==> src/rtl/wb_regfile.sv <==
// wb_regfile: writeback stage, 16x32 register file, RAW scoreboard.
// Commits MEM/WB results, bypasses same-cycle writes, counts retires.
//
// Ports:
//   clk, rst                 clock, async active-high reset
//   wb_memtoreg, wb_regwrite select mem/alu value, commit enable
//   wb_mem, wb_alu, wb_rd    writeback data sources and destination
//   rs1, rs2 -> rd1, rd2     decode read ports (write-through bypass)
//   iss_valid, iss_rd        decode issue of a register writer
//   use_rs1, use_rs2         issuing instruction reads rs1 / rs2
//   stall                    decode must hold (RAW or scoreboard full)
//   dbg_idx -> dbg_data      raw register read, no bypass
//   retired                  committed register write count
module wb_regfile #(
    parameter int NREG = 16,
    parameter int DW   = 32,
    localparam int AW  = $clog2(NREG)
) (
    input  logic          clk,
    input  logic          rst,
    input  logic          wb_memtoreg,
    input  logic          wb_regwrite,
    input  logic [DW-1:0] wb_mem,
    input  logic [DW-1:0] wb_alu,
    input  logic [AW-1:0] wb_rd,
    input  logic [AW-1:0] rs1,
    input  logic [AW-1:0] rs2,
    output logic [DW-1:0] rd1,
    output logic [DW-1:0] rd2,
    input  logic          iss_valid,
    input  logic [AW-1:0] iss_rd,
    input  logic          use_rs1,
    input  logic          use_rs2,
    output logic          stall,
    input  logic [AW-1:0] dbg_idx,
    output logic [DW-1:0] dbg_data,
    output logic [31:0]   retired
);

    logic [DW-1:0] regs [NREG];
    logic [1:0]    pend [NREG];

    logic [DW-1:0] wb_val;
    logic          hit1;
    logic          hit2;
    logic          byp1;
    logic          byp2;
    logic          raw;
    logic          full;
    logic          accept;

    assign wb_val = wb_memtoreg ? wb_mem : wb_alu;

    assign hit1 = wb_regwrite && (wb_rd == rs1);
    assign hit2 = wb_regwrite && (wb_rd == rs2);

    assign rd1      = hit1 ? wb_val : regs[rs1];
    assign rd2      = hit2 ? wb_val : regs[rs2];
    assign dbg_data = regs[dbg_idx];

    // A commit retiring the last outstanding writer resolves the hazard
    // in the same cycle; with more writers in flight the value is stale.
    assign byp1 = hit1 && (pend[rs1] == 2'd1);
    assign byp2 = hit2 && (pend[rs2] == 2'd1);

    assign raw = (use_rs1 && (pend[rs1] != 2'd0) && !byp1)
              || (use_rs2 && (pend[rs2] != 2'd0) && !byp2);

    assign full = iss_valid && (pend[iss_rd] == 2'd3);

    assign stall  = raw || full;
    assign accept = iss_valid && !stall;

    always_ff @(posedge clk or posedge rst) begin
        if (rst) begin
            for (int i = 0; i < NREG; i++) begin
                regs[i] <= '0;
            end
        end else if (wb_regwrite) begin
            regs[wb_rd] <= wb_val;
        end
    end

    // Issue and commit to the same register cancel out. A commit with
    // nothing pending (e.g. after a mid-flight reset) leaves pend at 0.
    always_ff @(posedge clk or posedge rst) begin
        if (rst) begin
            for (int i = 0; i < NREG; i++) begin
                pend[i] <= 2'd0;
            end
        end else begin
            for (int i = 0; i < NREG; i++) begin
                unique case ({accept && (iss_rd == AW'(i)),
                              wb_regwrite && (wb_rd == AW'(i))})
                    2'b10: pend[i] <= pend[i] + 2'd1;
                    2'b01: begin
                        if (pend[i] != 2'd0) begin
                            pend[i] <= pend[i] - 2'd1;
                        end
                    end
                    default: pend[i] <= pend[i];
                endcase
            end
        end
    end

    always_ff @(posedge clk or posedge rst) begin
        if (rst) begin
            retired <= '0;
        end else if (wb_regwrite) begin
            retired <= retired + 32'd1;
        end
    end

endmodule

==> config.mk <==
export PLATFORM = sky130hd
export DESIGN_NAME = wb_regfile
export DESIGN_NICKNAME = d
export VERILOG_FILES = /design/src/rtl/wb_regfile.sv
export SDC_FILE = /design/constraint.sdc
export NUM_CORES = 2
export LEC_CHECK = 0
export ABC_AREA = 1
export BUFFER_PORTS_ARGS = -buffer_cell sky130_fd_sc_hd__buf_4
export CORE_MARGIN = 2
export CORE_UTILIZATION = 40
export CTS_CLUSTER_DIAMETER = 200
export DETAILED_ROUTE_END_ITERATION = 8
export SLEW_MARGIN = 40
export SYNTH_ARGS = -nofsm -noshare
export SYNTH_HDL_FRONTEND = slang
export SYNTH_SLANG_ARGS = --single-unit
==> constraint.sdc <==
create_clock -name clk -period 22.2 [get_ports clk]
set_input_delay 2.22 -clock clk [delete_from_list [all_inputs] [get_ports clk]]
set_output_delay 2.22 -clock clk [all_outputs]
set_load 0.01 [all_outputs]
== After elaboration in Yosys (flattened, before gate mapping) ==
Cells that the tools add are included.

* Add/subtract/negate cells: 33
* Order comparisons: 6
* Eq/ne operators: 83
* Muxes and demuxes: 56
* Bitwise operators: 5
* Reduce and logical (&&, ||, !) cells: 100

{| class="wikitable"
|+ Operator list
! cell !! number
|-
| $bwmux W512 || 1
|-
| $bmux W32 S4 || 3
|-
| $mux W32 || 10
|-
| $demux W32 S4 || 1
|-
| $reduce_bool A2 Y1 || 34
|-
| $eq A4 B4 Y1 const B || 16
|-
| $pmux W2 S2 || 16
|-
| $mux W2 || 22
|-
| $logic_and A1 B1 Y1 || 43
|-
| $eq A2 B1 Y1 const B || 18
|-
| $eq A2 B2 Y1 const B || 17
|-
| $add A2 B1 Y2 const B || 16
|-
| $add A32 B1 Y32 const B || 1
|-
| $eq A4 B3 Y1 const B || 8
|-
| $ne A2 B2 Y1 const B || 16
|-
| $reduce_and A2 Y1 || 16
|-
| $sub A2 B1 Y2 const B || 16
|-
| $ge A5 B5 Y1 const B || 5
|-
| $not A4 Y5 || 5
|-
| $bmux W2 S4 || 3
|-
| $eq A4 B2 Y1 const B || 4
|-
| $eq A4 B1 Y1 const B || 2
|-
| $eq A4 B4 Y1 || 2
|-
| $logic_not A4 Y1 || 2
|-
| other kinds (3) || 6
|}

* Flip-flop bits (word level): 576
* Input bits: 91
* Output and inout port bits: 129
* Logic and storage cells: 316

== Depth between registers and ports, before layout ==
* Depth in word-level cells: 16
* Mapped depth: 19
* Depth with buffers taken out: 17

== Least setup slack after synthesis ==
No wires, ideal clock.

* Kind: input port to output port
* From: in dbg_idx[0]
* To: out dbg_data[19]
* Data arrival time: 3.672 ns
* Required time: 19.980 ns
* Path slack: 16.308 ns
* Cell stages on the path: 8
* Buffers on the path: 4
* Cells stage by stage: buf_2 -> clkbuf_1 -> clkbuf_1 -> clkbuf_1 -> o21ai_0 -> nand2_1 -> o22ai_1 -> o21ai_0

* Word-level cells in the longest chain between the ends: 4

{| class="wikitable"
|+ Ends and longest elaborated chain
! element !! line !! source
|-
| start, declared || 35 || <nowiki>input logic [AW-1:0] dbg_idx,</nowiki>
|-
| $not A4 Y5 (not written as such) || 59 || <nowiki>assign dbg_data = regs[dbg_idx];</nowiki>
|-
| $bmux W32 S4 || 59 ||
|-
| $mux W32 (not written as such) (2 in a row) || 59 ||
|-
| end, declared || 36 || <nowiki>output logic [DW-1:0] dbg_data,</nowiki>
|}

Every way passes these cells. The select of a mux whose other input is x is not followed.

== Final worst setup path ==
* From: in rs1[2]
* To: out rd1[31]

* Word-level cells in the longest chain between the ends: 5
* Elaborated cells on any way between the ends: 7
* Classes of those cells: 1 x eq/ne; 4 x mux; 1 x bitwise; 1 x reduce/logical

{| class="wikitable"
|+ Ends and longest elaborated chain
! element !! line !! source
|-
| start, declared || 26 || <nowiki>input logic [AW-1:0] rs1,</nowiki>
|-
| $not A4 Y5 (not written as such) || 57 || <nowiki>assign rd1 = hit1 ? wb_val : regs[rs1];</nowiki>
|-
| $bmux W32 S4 || 57 ||
|-
| $mux W32 (not written as such) (2 in a row) || 57 ||
|-
| $mux W32 (*) || 57 ||
|-
| end, declared || 28 || <nowiki>output logic [DW-1:0] rd1,</nowiki>
|}

Mark *: on every way between the ends. The rest lies on a longest branch, timed or not. The select of a mux whose other input is x is not followed.

==> reports/results.ini <==
[worst_setup_path]
cp.required_ns=19.98
cp_max_fo=58
r2r_cells=14
crit_path_max_incr_delay_ns=0.76
arrival_ns=5.70
cpMostUsedCell=buf_4
crit_chain=buf_6 -> clkinv_2 -> nand2_1 -> a21oi_1 -> nand4_1 -> buf_4 -> buf_4 -> nor2_1 -> a31oi_1 -> buf_4
r2r-end=pend[12]
ff2ff_setup_slack_ns=19.26
cp_slowest_cell=clkinv_2
r2r_start=pend[22]
critPathKind=in -> out
startpoint_type=primary input
crit_path_end_kind=output port

[clock_network]
worstSkewPairLatency_ns=0.63
cts_buffers=71
clkSinkCount=576
ctsRootBufferMaster=clkbuf_16
ctsHoldBuffers=0
cts_tree=yes
cts_resized=0
post_cts_buffers=0
path_clk_slew_ns=0.05
cts_buffer_depth=3
htreeDepth=3

[layout]
drive_gt1_share_pct=8.333
fin_nets=5466
fin_util_pct=45.34
fin_area_mm2=0.04169
fill_cells=9539
fin_cells=6667
syn_to_final_growth_pct=12.14
diodes=0

[logic_synthesis]
synth_compound_gate_area_share_pct=34.03
ys_seq_area_share_pct=38.77
synth_cell_types=36
synthXorXnorAreaFrac_pct=0.6361
yosysWarnings=0
synth_top_area_share_pct=38.77
synthAdderAreaFrac_pct=0.03366
synth_top_family_by_area=compound AO/OA/AOI/OAI gates
netlist_area_mm2=0.03717
synthCells=5513
synth-simple-area-share_pct=16.79
synth_top_cell_by_area=dfrtp_1
syn-num-nets=5605
synth_enable_flop_cells=0
synth_area_leaders=dfrtp_1 39%, o21ai_0 19%, nand2_1 11%
synthFlopType=dfrtp_1
synth.area.mux_share_pct=0
ys_ff_latch=576
async_flop_share_pct=100.0
synth.avg_cell_area_um2=6.743

[global_route]
grt_max_degree=173
grt.overflow.total=0
antenna_found_initial=0
grt_pass1_wl_um=231800
grt_pass1_vias=36117
grt_usage_pct=31.85

[timing]
worst_pin_slew_ns=1.024
grt_setup_unrepaired=false
max_freq_mhz=126.3
hold_viol=0
hold_slack_ns=0.4895
fin_ws_ns=14.28
setup_violations=0
slew_headroom_pct=31.40
finalCritPeriodShare_pct=35.65
min_period_ns=7.915
finalSetupTns_ns=0
maxSlewViolCount=0
skew_ns=0.02655

[floorplanning]
start_util_pct=40.43
ioPinCount=220
die_w_um=308.9
core_area_mm2=0.09194
rows=111
die_h_um=308.9
dieArea_mm2=0.09539

[route]
ant_nets=0
first_pass_iters=8
drc_errors=0
wl_per_cell_um=23.20
drt_iter0_drc=5313
vias_per_cell=5.983
routed_wirelength_um=154700
dr_total_vias=39887

[placed_design]
place.gp.congestion=0.8875
dp_hpwl_um=89190
placed_area_mm2=0.03917
dp.cells=6541
io_buffer_count=219
dp_slack_ns=14.26

[power]
ir_drop_uv=52.77
powerDensity_mw_per_mm2=89.18
p_leak_nw=18.27
power.total_mw=3.718

[outcome]
outcome=complete, no violations

[min_path]
min_from=retired[31]
hp-class=reg -> reg
min_path_cells=1
whs_endpoint=retired[31]

[job]
cap_violations=0

==> critical path: cells and delay by family <==
kind | cells | cell delay, ns
compound gates | 2 | 0.54
simple gates | 3 | 0.42
buf+inv | 5 | 2.42
==> per-layer routing <==
metal	part of all wire (%)	track usage (%)	wire (um)
met1	42	44.14	64760
met2	43	48.01	66800
met3	9.8	5.549	15110
met4	5.2	15.66	7996
met5	0	0	0
==> registers in the layout (all words and copies together) (netlist names) <==
register  cells
pend         32
regs        512
retired      32
==> final cells by class <==
cell class	instances	area, um^2	area share (%)
multi-input combinational	3993	19220	46.12
clock buffer	102	2043	4.902
sequential	576	14410	34.58
inverter	443	1712	4.106
clock inverter	21	366.6	0.8795
tap	1243	1555	3.731
timing repair buffer	289	2370	5.685
==> power by group <==
group          internal [mW]  switching (mW)
Combinational          0.334           0.659
Clock                  0.753           0.483
Sequential              1.30           0.190
==> cell usage in the layout, fill, tap and decap left out, types with 7 or more instances in the layout <==
cell	Yosys	routed
o211ai_1	80	80
xor2_1	19	19
o221ai_1	44	44
nor2_4	0	8
bufinv_16	0	10
clkinv_2	0	10
xnor2_1	8	8
nand4_1	37	37
nand2_1	1066	1066
nor2_2	6	7
buf_6	1	24
o21ai_1	22	22
inv_1	431	418
o22ai_1	13	13
clkbuf_16	0	71
clkbuf_1	423	16
buf_4	8	256
nand3_1	188	187
inv_2	9	14
nor2_1	213	204
clkbuf_8	0	17
a21oi_1	797	797
o21ai_0	1397	1397
dfrtp_1	576	576
a31oi_1	71	71
nor3_1	10	9
==> synthesized netlist by cell type (22+ instances only) <==
master / count
o21ai_0: 1397
nand2_1: 1066
a21oi_1: 797
dfrtp_1: 576
inv_1: 431
clkbuf_1: 423
nor2_1: 213
nand3_1: 188
o211ai_1: 80
a31oi_1: 71
o221ai_1: 44
buf_1: 39
nand4_1: 37
buf_2: 30
o21ai_1: 22
==> worst max-delay path by stage <==
stage / from / to / slack, ns / depth (start not counted)
final: rs1[2] / rd1[31] / 14.28 / 10
after global routing: rs1[2] / rd1[31] / 14.24 / 10
after CTS: rs1[0] / rd1[7] / 14.25 / 10
after detailed placement: rs1[0] / rd1[7] / 14.26 / 10
after global placement: rs1[2] / rd1[11] / 14.11 / 10
after floorplan: rst / pend[0] / 3.87 / 1
==> cell families (layout without fill, tap and decap cells) <==
family | count (synthesis) | in the layout
AOI/OAI and AO/OA | 2429 | 2429
and+or+nand+nor | 1536 | 1536
buffers and inverters | 944 | 855
DFF | 576 | 576
xor gates and xnor gates | 27 | 27
adders and majority gates | 1 | 1
(Power assumes the default switching activity.)
